### src/rtl/seq_divider.sv
// Sequential signed restoring divider with C semantics and a Run/Ready handshake.
// Optional debug ports State/Counter when DIVIDER_DEBUG_EN is defined.
module seq_divider #(
    parameter int unsigned WIDTH = 8
) (
    input  logic             Clk,
    input  logic             Reset_n,
    input  logic             Run,
    input  logic [WIDTH-1:0] A,
    input  logic [WIDTH-1:0] B,
    output logic             Ready,
    output logic [WIDTH-1:0] Quotient,
    output logic [WIDTH-1:0] Remainder,
    output logic             DivZero,
    output logic             Overflow
`ifdef DIVIDER_DEBUG_EN
    ,
    output logic [2:0]              State,
    output logic [$clog2(WIDTH):0]  Counter
`endif
);

    localparam int unsigned CW = $clog2(WIDTH) + 1;
    localparam logic [WIDTH-1:0] MinVal = {1'b1, {(WIDTH-1){1'b0}}};

    typedef enum logic [2:0] {
        StIdle = 3'd0,
        StLoad = 3'd1,
        StCalc = 3'd2,
        StFix  = 3'd3,
        StDone = 3'd4
    } state_e;

    state_e           state_q;
    logic             ready_q;
    logic             load_ph_q;
    logic [WIDTH-1:0] a_q, b_q;
    logic             sign_a_q, sign_b_q;
    logic [WIDTH-1:0] mag_a_q, mag_b_q;
    logic [WIDTH:0]   pr_q;
    logic [WIDTH-1:0] q_q;
    logic [CW-1:0]    cnt_q;

    logic [WIDTH+1:0] pr_shift;
    logic [WIDTH+1:0] trial;

    always_comb begin
        pr_shift = {pr_q, q_q[WIDTH-1]};
        trial    = pr_shift - {2'b00, mag_b_q};
    end

    // LOAD spans two cycles: magnitudes are registered first, then the
    // zero-divisor decision and iteration setup use those registers.
    always_ff @(posedge Clk or negedge Reset_n) begin
        if (!Reset_n) begin
            state_q   <= StIdle;
            ready_q   <= 1'b1;
            load_ph_q <= 1'b0;
            a_q       <= '0;
            b_q       <= '0;
            sign_a_q  <= 1'b0;
            sign_b_q  <= 1'b0;
            mag_a_q   <= '0;
            mag_b_q   <= '0;
            pr_q      <= '0;
            q_q       <= '0;
            cnt_q     <= '0;
            Quotient  <= '0;
            Remainder <= '0;
            DivZero   <= 1'b0;
            Overflow  <= 1'b0;
        end else begin
            unique case (state_q)
                StIdle: begin
                    if (Run) begin
                        a_q       <= A;
                        b_q       <= B;
                        load_ph_q <= 1'b0;
                        ready_q   <= 1'b0;
                        state_q   <= StLoad;
                    end
                end
                StLoad: begin
                    if (!load_ph_q) begin
                        sign_a_q  <= a_q[WIDTH-1];
                        sign_b_q  <= b_q[WIDTH-1];
                        mag_a_q   <= a_q[WIDTH-1] ? -a_q : a_q;
                        mag_b_q   <= b_q[WIDTH-1] ? -b_q : b_q;
                        DivZero   <= 1'b0;
                        Overflow  <= 1'b0;
                        load_ph_q <= 1'b1;
                    end else begin
                        pr_q      <= '0;
                        q_q       <= mag_a_q;
                        cnt_q     <= CW'(WIDTH);
                        load_ph_q <= 1'b0;
                        if (mag_b_q == '0) begin
                            Quotient  <= '1;
                            Remainder <= a_q;
                            DivZero   <= 1'b1;
                            ready_q   <= 1'b1;
                            state_q   <= StDone;
                        end else begin
                            state_q <= StCalc;
                        end
                    end
                end
                StCalc: begin
                    pr_q  <= trial[WIDTH+1] ? pr_shift[WIDTH:0] : trial[WIDTH:0];
                    q_q   <= {q_q[WIDTH-2:0], ~trial[WIDTH+1]};
                    cnt_q <= cnt_q - CW'(1);
                    if (cnt_q == CW'(1)) begin
                        state_q <= StFix;
                    end
                end
                StFix: begin
                    Quotient  <= (sign_a_q ^ sign_b_q) ? -q_q : q_q;
                    Remainder <= sign_a_q ? -pr_q[WIDTH-1:0] : pr_q[WIDTH-1:0];
                    Overflow  <= (a_q == MinVal) && (b_q == '1);
                    ready_q   <= 1'b1;
                    state_q   <= StDone;
                end
                StDone: begin
                    if (!Run) begin
                        state_q <= StIdle;
                    end
                end
                default: begin
                    ready_q <= 1'b1;
                    state_q <= StIdle;
                end
            endcase
        end
    end

    assign Ready = ready_q;

`ifdef DIVIDER_DEBUG_EN
    assign State   = state_q;
    assign Counter = cnt_q;
`endif

endmodule
### config.mk
export PLATFORM = sky130hd
export DESIGN_NAME = seq_divider
export DESIGN_NICKNAME = d
export VERILOG_FILES = /design/src/rtl/seq_divider.sv
export SDC_FILE = /design/constraint.sdc
export NUM_CORES = 1
export LEC_CHECK = 0
export ABC_CLOCK_PERIOD_IN_PS = 6700
export CAP_MARGIN = 20
export CORE_AREA = 2 2 102 178
export CTS_CLUSTER_SIZE = 8
export DETAILED_ROUTE_END_ITERATION = 7
export DIE_AREA = 0 0 104 180
export GPL_TIMING_DRIVEN = 0
export SLEW_MARGIN = 20
export SYNTH_ARGS = -nofsm -noshare
export SYNTH_HDL_FRONTEND = slang
export SYNTH_SLANG_ARGS = --single-unit
### constraint.sdc
create_clock -name Clk -period 6.7 [get_ports Clk]
set_input_delay 1.005 -clock Clk [delete_from_list [all_inputs] [get_ports Clk]]
set_output_delay 1.005 -clock Clk [all_outputs]
set_load 0.05 [all_outputs]
Word-level counts from Yosys, hierarchy flattened

Index checks and enable logic that the tools add are counted.

Register bits: 78
Input bits: 19
Output and inout port bits: 19

$add $sub $neg: 6
Eq/ne operators: 14
Mux-type cells: 32
Bitwise operators: 4
Reduce and logical (&&, ||, !) cells: 16

Operator list:

| cell                                                                | count |
|---|---|
| 8-bit two-way mux                                                   | 9 |
| 8-bit case mux with 2 select lines                                  | 3 |
| 8-bit negation                                                      | 4 |
| 9-bit two-way mux                                                   | 2 |
| 9-bit case mux with 2 select lines                                  | 1 |
| 8-bit == test (second input constant)                               | 2 |
| 3-bit two-way mux                                                   | 5 |
| 3-bit case mux with 5 select lines                                  | 1 |
| 2-bit != test (second input constant)                               | 6 |
| 2-bit AND reduction                                                 | 6 |
| 10-bit by 8-bit subtractor with 10-bit output                       | 1 |
| 8-bit logical NOT                                                   | 1 |
| 4-bit case mux with 2 select lines                                  | 1 |
| 4-bit AND reduction                                                 | 2 |
| 3-bit by 2-bit == test with 1-bit output (second input constant)    | 2 |
| 1-bit two-way mux                                                   | 6 |
| 2-bit nonzero test                                                  | 3 |
| 4-bit by 1-bit == test with 1-bit output (second input constant)    | 1 |
| 4-bit two-way mux                                                   | 1 |
| 1-bit case mux with 2 select lines                                  | 2 |
| 4-bit by 1-bit subtractor with 4-bit output (second input constant) | 1 |
| 3-bit by 1-bit == test with 1-bit output (second input constant)    | 1 |
| 3-bit == test (second input constant)                               | 1 |
| 3-bit logical NOT                                                   | 1 |
| 7 further kinds                                                     | 9 |

Logic depth before layout (Yosys ltp)

Gate-level depths: netlist of run 1.

Depth after elaboration: 4
Gate-level depth with buffers: 10

Worst setup path after synthesis of run 1

No wires, ideal clock.

Path type: flip-flop to flip-flop
From: reg pr_q[2]
To: reg pr_q[3]
Arrival time: 2047 ps
Data required time: 6574 ps
Path slack: 4527 ps
Cell stages (with the launch flop): 9
Path buffers: 1
Cells stage by stage: dfrtp_1 -> ha_1 -> and2_1 -> o21ai_2 -> a31oi_1 -> or3_1 -> buf_2 -> and4_1 -> a221o_1

Cells in the longest elaborated chain, start to end: 3

Ends and longest elaborated chain:

| element                                       | line | text |
|---|---|---|
| start, declared                               | 40   | `logic [WIDTH:0] pr_q;` |
| start signal, assigned                        | 109  | `pr_q <= trial[WIDTH+1] ? pr_shift[WIDTH:0] : trial[WIDTH:0];` |
| 10-bit by 8-bit subtractor with 10-bit output | 49   | `trial = pr_shift - {2'b00, mag_b_q};` |
| 9-bit two-way mux *                           | 109  |  |
| 9-bit case mux with 2 select lines *          | 73   | `unique case (state_q)` |

Mark *: on every way between the ends. The rest lies on a longest branch, timed or not.
A chain may end at the register's enable or synchronous reset.

Worst setup path in the final report of run 1

From: reg ready_q (netlist: Ready)
To: out Ready

RTL lines:

| element                | line | text |
|---|---|---|
| start, declared        | 35   | `logic ready_q;` |
| start signal, assigned | 57   | `ready_q <= 1'b1;` |
| start signal, assigned | 79   | `ready_q <= 1'b0;` |
| start signal, assigned | 101  | `ready_q <= 1'b1;` |
| end, declared          | 11   | `output logic Ready,` |

No word-level cell between the ends.

==> results of run 1 <==
-- stage by stage --
stage / utilization (%) / area [um^2]
after floorplan: - / 4260
after global placement: 28.4 / 4920
after detailed placement: 28.6 / 4940
after CTS: 30.3 / 5240
after global routing: 30.3 / 5240
final: 30.3 / 5240
-- area by class of cell --
type,instances,share of cell area (%)
clock inverters,6,1.17
well taps,231,5.51
plain buffers,24,2.15
multi-input cells,318,40.0
clock buffers,10,4.56
repair buffers,38,7.54
flip-flops and latches,78,37.2
inverters,25,1.79
-- cells by family after synthesis --
logic type / synth area share (%)
adder cells (fa/ha/maj): 4.88
multiplexers: 5.70
buffers and inverters: 4.85
flip-flops: 45.9
AO/OA/AOI/OAI: 16.9
AND/OR/NAND/NOR: 16.3
XOR/XNOR: 5.55
-- worst paths after layout --
check,start,to,slack [ns]
setup / recovery,Ready$_DFFE_PN1P_,Ready,4.00
hold / removal,mag_a_q[5]$_DFFE_PN0P_,mag_a_q[5]$_DFFE_PN0P_,0.48
setup reg to reg,q_q[7]$_DFFE_PN0P_,pr_q[8]$_DFFE_PN0P_,4.19
hold reg to reg,mag_a_q[5]$_DFFE_PN0P_,mag_a_q[5]$_DFFE_PN0P_,0.48
max in group asynchronous,Reset_n,Ready$_DFFE_PN1P_,5.51
min in group asynchronous,Reset_n,Quotient[6]$_DFFE_PN0P_,0.57
-- placed cells by master (no fill, tap or decap), types with 4 or more instances in the layout --
cell type                         instances
sky130_fd_sc_hd__clkbuf_16                9
sky130_fd_sc_hd__o21ai_1                  4
sky130_fd_sc_hd__xnor2_1                  9
sky130_fd_sc_hd__o22ai_1                  7
sky130_fd_sc_hd__o31ai_1                  7
sky130_fd_sc_hd__a211oi_1                 4
sky130_fd_sc_hd__o211ai_2                 4
sky130_fd_sc_hd__a21oi_1                 16
sky130_fd_sc_hd__o21ai_0                 29
sky130_fd_sc_hd__clkbuf_1                14
sky130_fd_sc_hd__ha_1                    15
sky130_fd_sc_hd__nor3_1                   7
sky130_fd_sc_hd__nand2_1                 58
sky130_fd_sc_hd__clkdlybuf4s50_1         36
sky130_fd_sc_hd__buf_2                    6
sky130_fd_sc_hd__mux2_2                  17
sky130_fd_sc_hd__o22a_1                   8
sky130_fd_sc_hd__or3_1                    5
sky130_fd_sc_hd__nand4_1                  5
sky130_fd_sc_hd__xor2_1                  18
sky130_fd_sc_hd__nand3_1                 16
sky130_fd_sc_hd__dfrtp_1                 77
sky130_fd_sc_hd__mux2i_1                  4
sky130_fd_sc_hd__nor2_1                  36
sky130_fd_sc_hd__inv_1                   25
-- tightest hold or removal path: cells and delay by family, from the launching register on --
kind | cells | cell delay [ns]
AO/OA/AOI/OAI | 1 | 0.06
flip-flops | 1 | 0.34
AND/OR/NAND/NOR | 1 | 0.05
-- where the power goes --
group	internal, uW	switching (uW)
logic	611	906
clock network	297	196
registers	681	200
total	1590	1300
-- routing by layer --
metal | vias to the layer above | global-route usage (%) | part of all wire (%)
li1 | 1666 | - | -
met1 | 1654 | 12.0 | 38
met2 | 78 | 23.3 | 55
met3 | 26 | 2.43 | 3.3
met4 | 0 | 6.43 | 4.1
met5 | - | 0 | 0
-- sequential cells by signal, indices dropped and copies added (netlist names), 3 cells and up --
signal     cells
pr_q           9
Quotient       8
Remainder      8
a_q            8
b_q            8
mag_a_q        8
mag_b_q        8
q_q            8
cnt_q          4
state_q        3
==> impl_summary.md, run 1 <==
Worst hold path
The depth of the worst hold-timing path is 2. The class of the worst hold path is reg -> reg.

Synth
The commonest register cell after synthesis is sky130_fd_sc_hd__dfrtp_1. The synthesized netlist occupies a cell area of 4260 um^2. The largest total area in the synthesized netlist belongs to sky130_fd_sc_hd__dfrtp_1. The total number of yosys warnings is 0. The number of flops mapped to enable cells by yosys is 0.

Sequential cells were found to cover 45.9% of the synthesized design area. Synthesis inferred 78 register bits. The cell count after synthesis is 445. By area the synthesized netlist is led by sky130_fd_sc_hd__dfrtp_1 (45%), sky130_fd_sc_hd__nand2_1 (5.1%), sky130_fd_sc_hd__mux2_2 (4.5%). The number of distinct standard cells referenced by the synthesized netlist is 60.

Synthesis produced a netlist with a net count of 480. The post-synthesis async set-or-reset flop share is 100%. The mean instance size in the synthesized netlist is 9.57 um^2. The fraction of post-synthesis cell area in the top cell type by area is 45.2%. In the synthesized netlist, the cells that appear most often are sky130_fd_sc_hd__dfrtp_1 (77), sky130_fd_sc_hd__nand2_1 (58), sky130_fd_sc_hd__nor2_1 (36), sky130_fd_sc_hd__o21ai_0 (29), sky130_fd_sc_hd__inv_1 (25).

The most common cell in the synthesized netlist is sky130_fd_sc_hd__dfrtp_1.

STA
The worst path in the final design needs a cycle of 2.70 ns, including I/O delays and setup. The final critical path takes up 40.2% of the cycle. Setup violations remaining at the end of the flow were counted as 0. For the final routed database, the setup TNS stands at 0 ns.

Across all hold checks on the routed design, the worst slack comes to 0.484 ns. The final-report hold violation count is 0. Derived from the worst setup path, the maximum achievable clock frequency is 0.371 GHz. The worst path setup slack after routing is 4.00 ns. The relative slew slack is 43.5%. The worst setup skew after layout is 0.00499 ns. The final count of pins violating max slew is 0. For the pin with the worst max-slew slack, the measured transition is 0.841 ns. Setup repair after global routing left no endpoint under its margin.

Floorplanning
The I/O pin total is 38. The floorplan row count is 64. The die is 104 um wide.

The vertical extent of the die is 180 um. The area of the die is 18700 um^2. The initial utilization of the core area, before any placement, comes to 24.6%. The core region is 17300 um^2.

Setup path
The largest individual stage delay along the critical path comes from the cell sky130_fd_sc_hd__clkdlybuf4s50_1. The logic depth of the worst path, buffers included is 1. In this design, the largest share of critical-path delay is due to buffers and inverters. The type of element launching the critical path is a flip-flop. The worst path required time is 5.69 ns. The critical path goes through clkdlybuf4s50_1. The setup path with the least slack is of type reg -> out. At the worst endpoint, the arrival time is 1.69 ns. Together, buffers and inverters on the worst path number 1.

The critical path capture point type is an output port. The logic depth of the worst register-to-register path is 9. The worst-path maximum fanout is 3. For this run, the slowest stage of the critical path takes 0.81 ns.

Pwr
IR analysis of the VDD net gives a maximum drop of 0.167 mV. The post-layout total power is 2890 uW. The reported leakage power is 0.00223 uW. Power spread over the standard cell area amounts to 551 nW/um^2.

Clock tree
The TritonCTS clock tree is built. Buffers inserted during clock tree synthesis total 9. Post-CTS timing repair inserted 0 buffers for setup. The root buffer cell chosen for the clock tree is sky130_fd_sc_hd__clkbuf_16. The number of buffers inserted for hold repair after clock tree synthesis is 0.

The post-cts resize count is 0. After clock tree synthesis, the clock-pin slew on the worst setup and hold paths is 0.06 ns. The clock reaches the later pin of the worst-skew pair after 0.34 ns. The clock net sink count is 78. The clock tree buffer depth is 2. The H-tree was split into 3 levels.

Global routing
The pin count of the biggest net entering global routing is 57. The first-pass GRT wire length is 18200 um. The number of global-route vias before repair was 3712. The initial antenna violation count came to 0.

In the global route stage, overall resource usage came out at 12.1%. The total global routing overflow is 0.

Route
Once detail routing completed, the nets flagged for antenna violations numbered 0. The number of remaining DRC errors is 0. Using the TritonRoute via totals, the vias-per-cell ratio works out to 4.69. The number of design-rule violations left by the first detailed-router iteration is 203.

The first detailed-routing pass ran for 5 iterations. The total length of routed wires is 11000 um. The detailed router placed 3424 vias in this run.

The post-detailed-route wirelength per cell is 15.0 um.

Cells and area
For this run, the post-layout net count is 529. The synthesis-to-finish area growth is 23.1%. Excluding fillers, the count of instances in the completed layout stands at 730.

The area of all sequential standard cells is 1950 um^2. The multi-input combinational cell area is 2100 um^2. Fill cells in the final layout number 1846. The share of final-layout standard cells stronger than drive strength 1 is 12.0%. The total inserted antenna cells is 0.

Placed design
Routability-driven placement finished with a final weighted congestion of 0.859. The number of port buffers is 37. The number of placed instances, taps included is 714.

At the placement stage, the worst setup path has a slack of 3.83 ns. The detailed-placement wirelength estimate is 8420 um.

Outcome
The flow ran to the end, and the final reports show no timing, DRC or antenna violations.

Flow run
Across the run, the number of max-cap violations was 0.
Power figures use the tool's default switching activity.
==> run 2, diff against run 1 <==
ABC_CLOCK_PERIOD_IN_PS = 2680   (was 6700)
clock period = 2.68 ns   (was 6.7 ns; I/O delays follow)
==> impl_summary.md, run 2 (same netlist as run 1, synthesis figures left out) <==
Global routing
The initial antenna violation count is 0. The first global-routing pass estimated 18200 um of wire. The number of global-route vias before repair came to 3713. The total global routing overflow is 0. Entering global routing, the biggest net connects 57 pins.

The all-layer global routing usage is 12.1%.

Setup path
The worst register-to-register path ends at pr_q[8]$_DFFE_PN0P_. The worst setup path is captured at a flip-flop. The end of the critical path is pr_q[8]$_DFFE_PN0P_. The worst setup path startpoint is pr_q[2]$_DFFE_PN0P_. The worst-path maximum fanout is 10. The startpoint of the worst register-to-register path is pr_q[2]$_DFFE_PN0P_. The worst register-to-register path has a setup slack of 0.26 ns.

STA classifies the critical path startpoint as a flip-flop. The class of the most critical setup path is reg -> reg. The arrival time of the worst setup path is 2.63 ns.

The logic depth of the worst register-to-register path is 8. The worst path required time is 2.90 ns.

Cells and area
The synthesis-to-finish area growth is 23.5%. After the last flow step, the layout net total stands at 530. The share of final-layout standard cells stronger than drive strength 1 is 12.2%.

The total inserted antenna cells is 0. The non-filler instance count after layout is 731. The number of filler instances in the final layout is 1845. The commonest non-fill, non-tap cell in the layout is sky130_fd_sc_hd__dfrtp_1. In the layout the commonest cells are sky130_fd_sc_hd__dfrtp_1 (77), sky130_fd_sc_hd__nand2_1 (58), sky130_fd_sc_hd__nor2_1 (36), sky130_fd_sc_hd__clkdlybuf4s50_1 (36), sky130_fd_sc_hd__o21ai_0 (29). The number of flip-flops in the largest register is 9.

The largest register by flop count is pr_q.

Clock tree
CTS saw 78 sinks. The clock-pin slew reported for the worst setup and hold paths after clock tree synthesis is 0.06 ns. The clock latency reported for the late side of the worst-skew pair is 0.34 ns.

In this run the clock root is driven by a sky130_fd_sc_hd__clkbuf_16. The level count of the clock H-tree is 3. TritonCTS built the clock tree. In this run, CTS created clock tree buffers numbering 9. The clock tree buffer depth is 2. Post-CTS timing repair inserted 0 buffers for setup.

STA
In the final timing run, aggregate negative setup slack is 0 ns. The worst path meets setup with 0.263 ns of slack. The worst path uses 90.2% of the clock period. The worst setup skew after layout is 0.00490 ns. Setup repair after global routing left no endpoint under its margin. The achievable frequency is 0.414 GHz.

The final-report hold violation count came to 0. The final count of pins violating max slew is 0. The worst path needs 2.42 ns of the cycle, external delays included. Setup violations remaining at the end of the flow were counted as 0. The transition time at the pin with the least slew margin is 0.837 ns. The final hold slack is 0.483 ns. In this run the tightest slew margin relative to its limit is 43.8%.

Placed design
After legalization and detailed placement, the total HPWL measured 8420 um. The pre-CTS worst setup slack is 0.193 ns. Counting tap cells, the placed design contains a total of 714 instances. The number of port buffers is 37. The global placer's final weighted congestion is 0.859.

Route
In this run the remaining antenna-violating nets after routing total 0. The number of remaining DRC errors is 0. Wires add up to 11000 um. The per-cell via count in the routed design is 4.68. The total via count after detailed routing is 3422.

The post-detailed-route wirelength per cell is 15.0 um. Before antenna repair, the detailed router went through 4 iterations. After the first detailed-routing iteration, the DRC count stood at 209.

Floorplanning
The I/O pin total is 38. Row generation in the floorplan step produced 64 rows. For this configuration, the core starts out at a cell density of 24.6%. The area of the core is 17300 um^2. The floorplan step defined a die boundary enclosing 18700 um^2. The width of the die is 104 um. The vertical extent of the die is 180 um.

Flow run
The number of violations of the max-capacitance limit is 0.

Worst hold path
The min-delay analysis places its worst path in the category reg -> reg.

Pwr
The reported leakage power is 0.00224 uW. The largest voltage drop on the vdd net is 0.419 mV. The areal power density over the cells is 1380 nW/um^2.

Outcome
The run finished with clean final reports.
==> run 2: changes by cell type in the layout (fill, tap and decap cells not counted) <==
| cell | delta |
|---|---|
| sky130_fd_sc_hd__a211oi_1 | -1 |
| sky130_fd_sc_hd__a211oi_2 | +1 |
| sky130_fd_sc_hd__dlygate4sd3_1 | +1 |
==> run 2: per-stage QoR <==
| stage | power [uW] | utilization, % | area [um^2] |
|---|---|---|---|
| finish | 7240 | 30.4 | 5260 |
| global placement | 5890 | 28.4 | 4920 |
| floorplan | 4930 | - | 4260 |
| CTS | 7270 | 30.4 | 5250 |
| detailed placement | 6020 | 28.6 | 4940 |
| global route | 7790 | 30.4 | 5260 |
==> run 2: cell type report <==
type	instances	area, um^2	share of cell area, %
Sequential cell	78	1950	37.1
Clock buffer	10	239	4.54
Timing Repair Buffer	39	405	7.71
Tap cell	231	289	5.50
Buffer	24	113	2.14
Inverter	25	93.8	1.78
Multi-Input combinational cell	318	2100	40.0
Clock inverter	6	61.3	1.17
==> run 2: timing repair <==
action	in CTS	in global routing
resized for setup	0	1
hold buffers	1	0
endpoints found under the hold margin	22	0
endpoints found under the setup margin	0	1
==> run 2: report_power, final <==
part,switching [uW],internal (uW)
sequential,498,1700
combinational,2270,1530
clock,491,743
total,3260,3980
==> run 2: worst min path at each step <==
stage	start	cells past startpoint	to
finish	mag_a_q[5]$_DFFE_PN0P_	2	mag_a_q[5]$_DFFE_PN0P_
global route	mag_a_q[7]$_DFFE_PN0P_	2	mag_a_q[7]$_DFFE_PN0P_
floorplan	Reset_n	0	DivZero$_DFFE_PN0P_
CTS	mag_a_q[5]$_DFFE_PN0P_	2	mag_a_q[5]$_DFFE_PN0P_
global placement	mag_a_q[5]$_DFFE_PN0P_	2	mag_a_q[5]$_DFFE_PN0P_
detailed placement	Reset_n	1	Quotient[6]$_DFFE_PN0P_
==> run 2: critical path: stages, from the launching register on <==
cell and delay (ns):
sky130_fd_sc_hd__dfrtp_1 0.48, sky130_fd_sc_hd__ha_1 0.39, sky130_fd_sc_hd__and2_1 0.20, sky130_fd_sc_hd__o21ai_2 0.17, sky130_fd_sc_hd__a31oi_1 0.13, sky130_fd_sc_hd__o21ai_1 0.32
sky130_fd_sc_hd__buf_2 0.29, sky130_fd_sc_hd__and2_4 0.22, sky130_fd_sc_hd__o211ai_2 0.09
==> run 2: routing by layer <==
metal,up-vias,track usage [%],share of wire (%)
li1,1663,-,-
met3,21,2.43,3.5
met1,1652,12.0,38
met2,86,23.3,56
met5,-,0,0
met4,0,6.43,3.1
==> run 3, diff against run 2 <==
TNS_END_PERCENT = 10   (was not set)
==> results of run 3 <==
Final layout, timing and power as in run 2 (identical DEF).
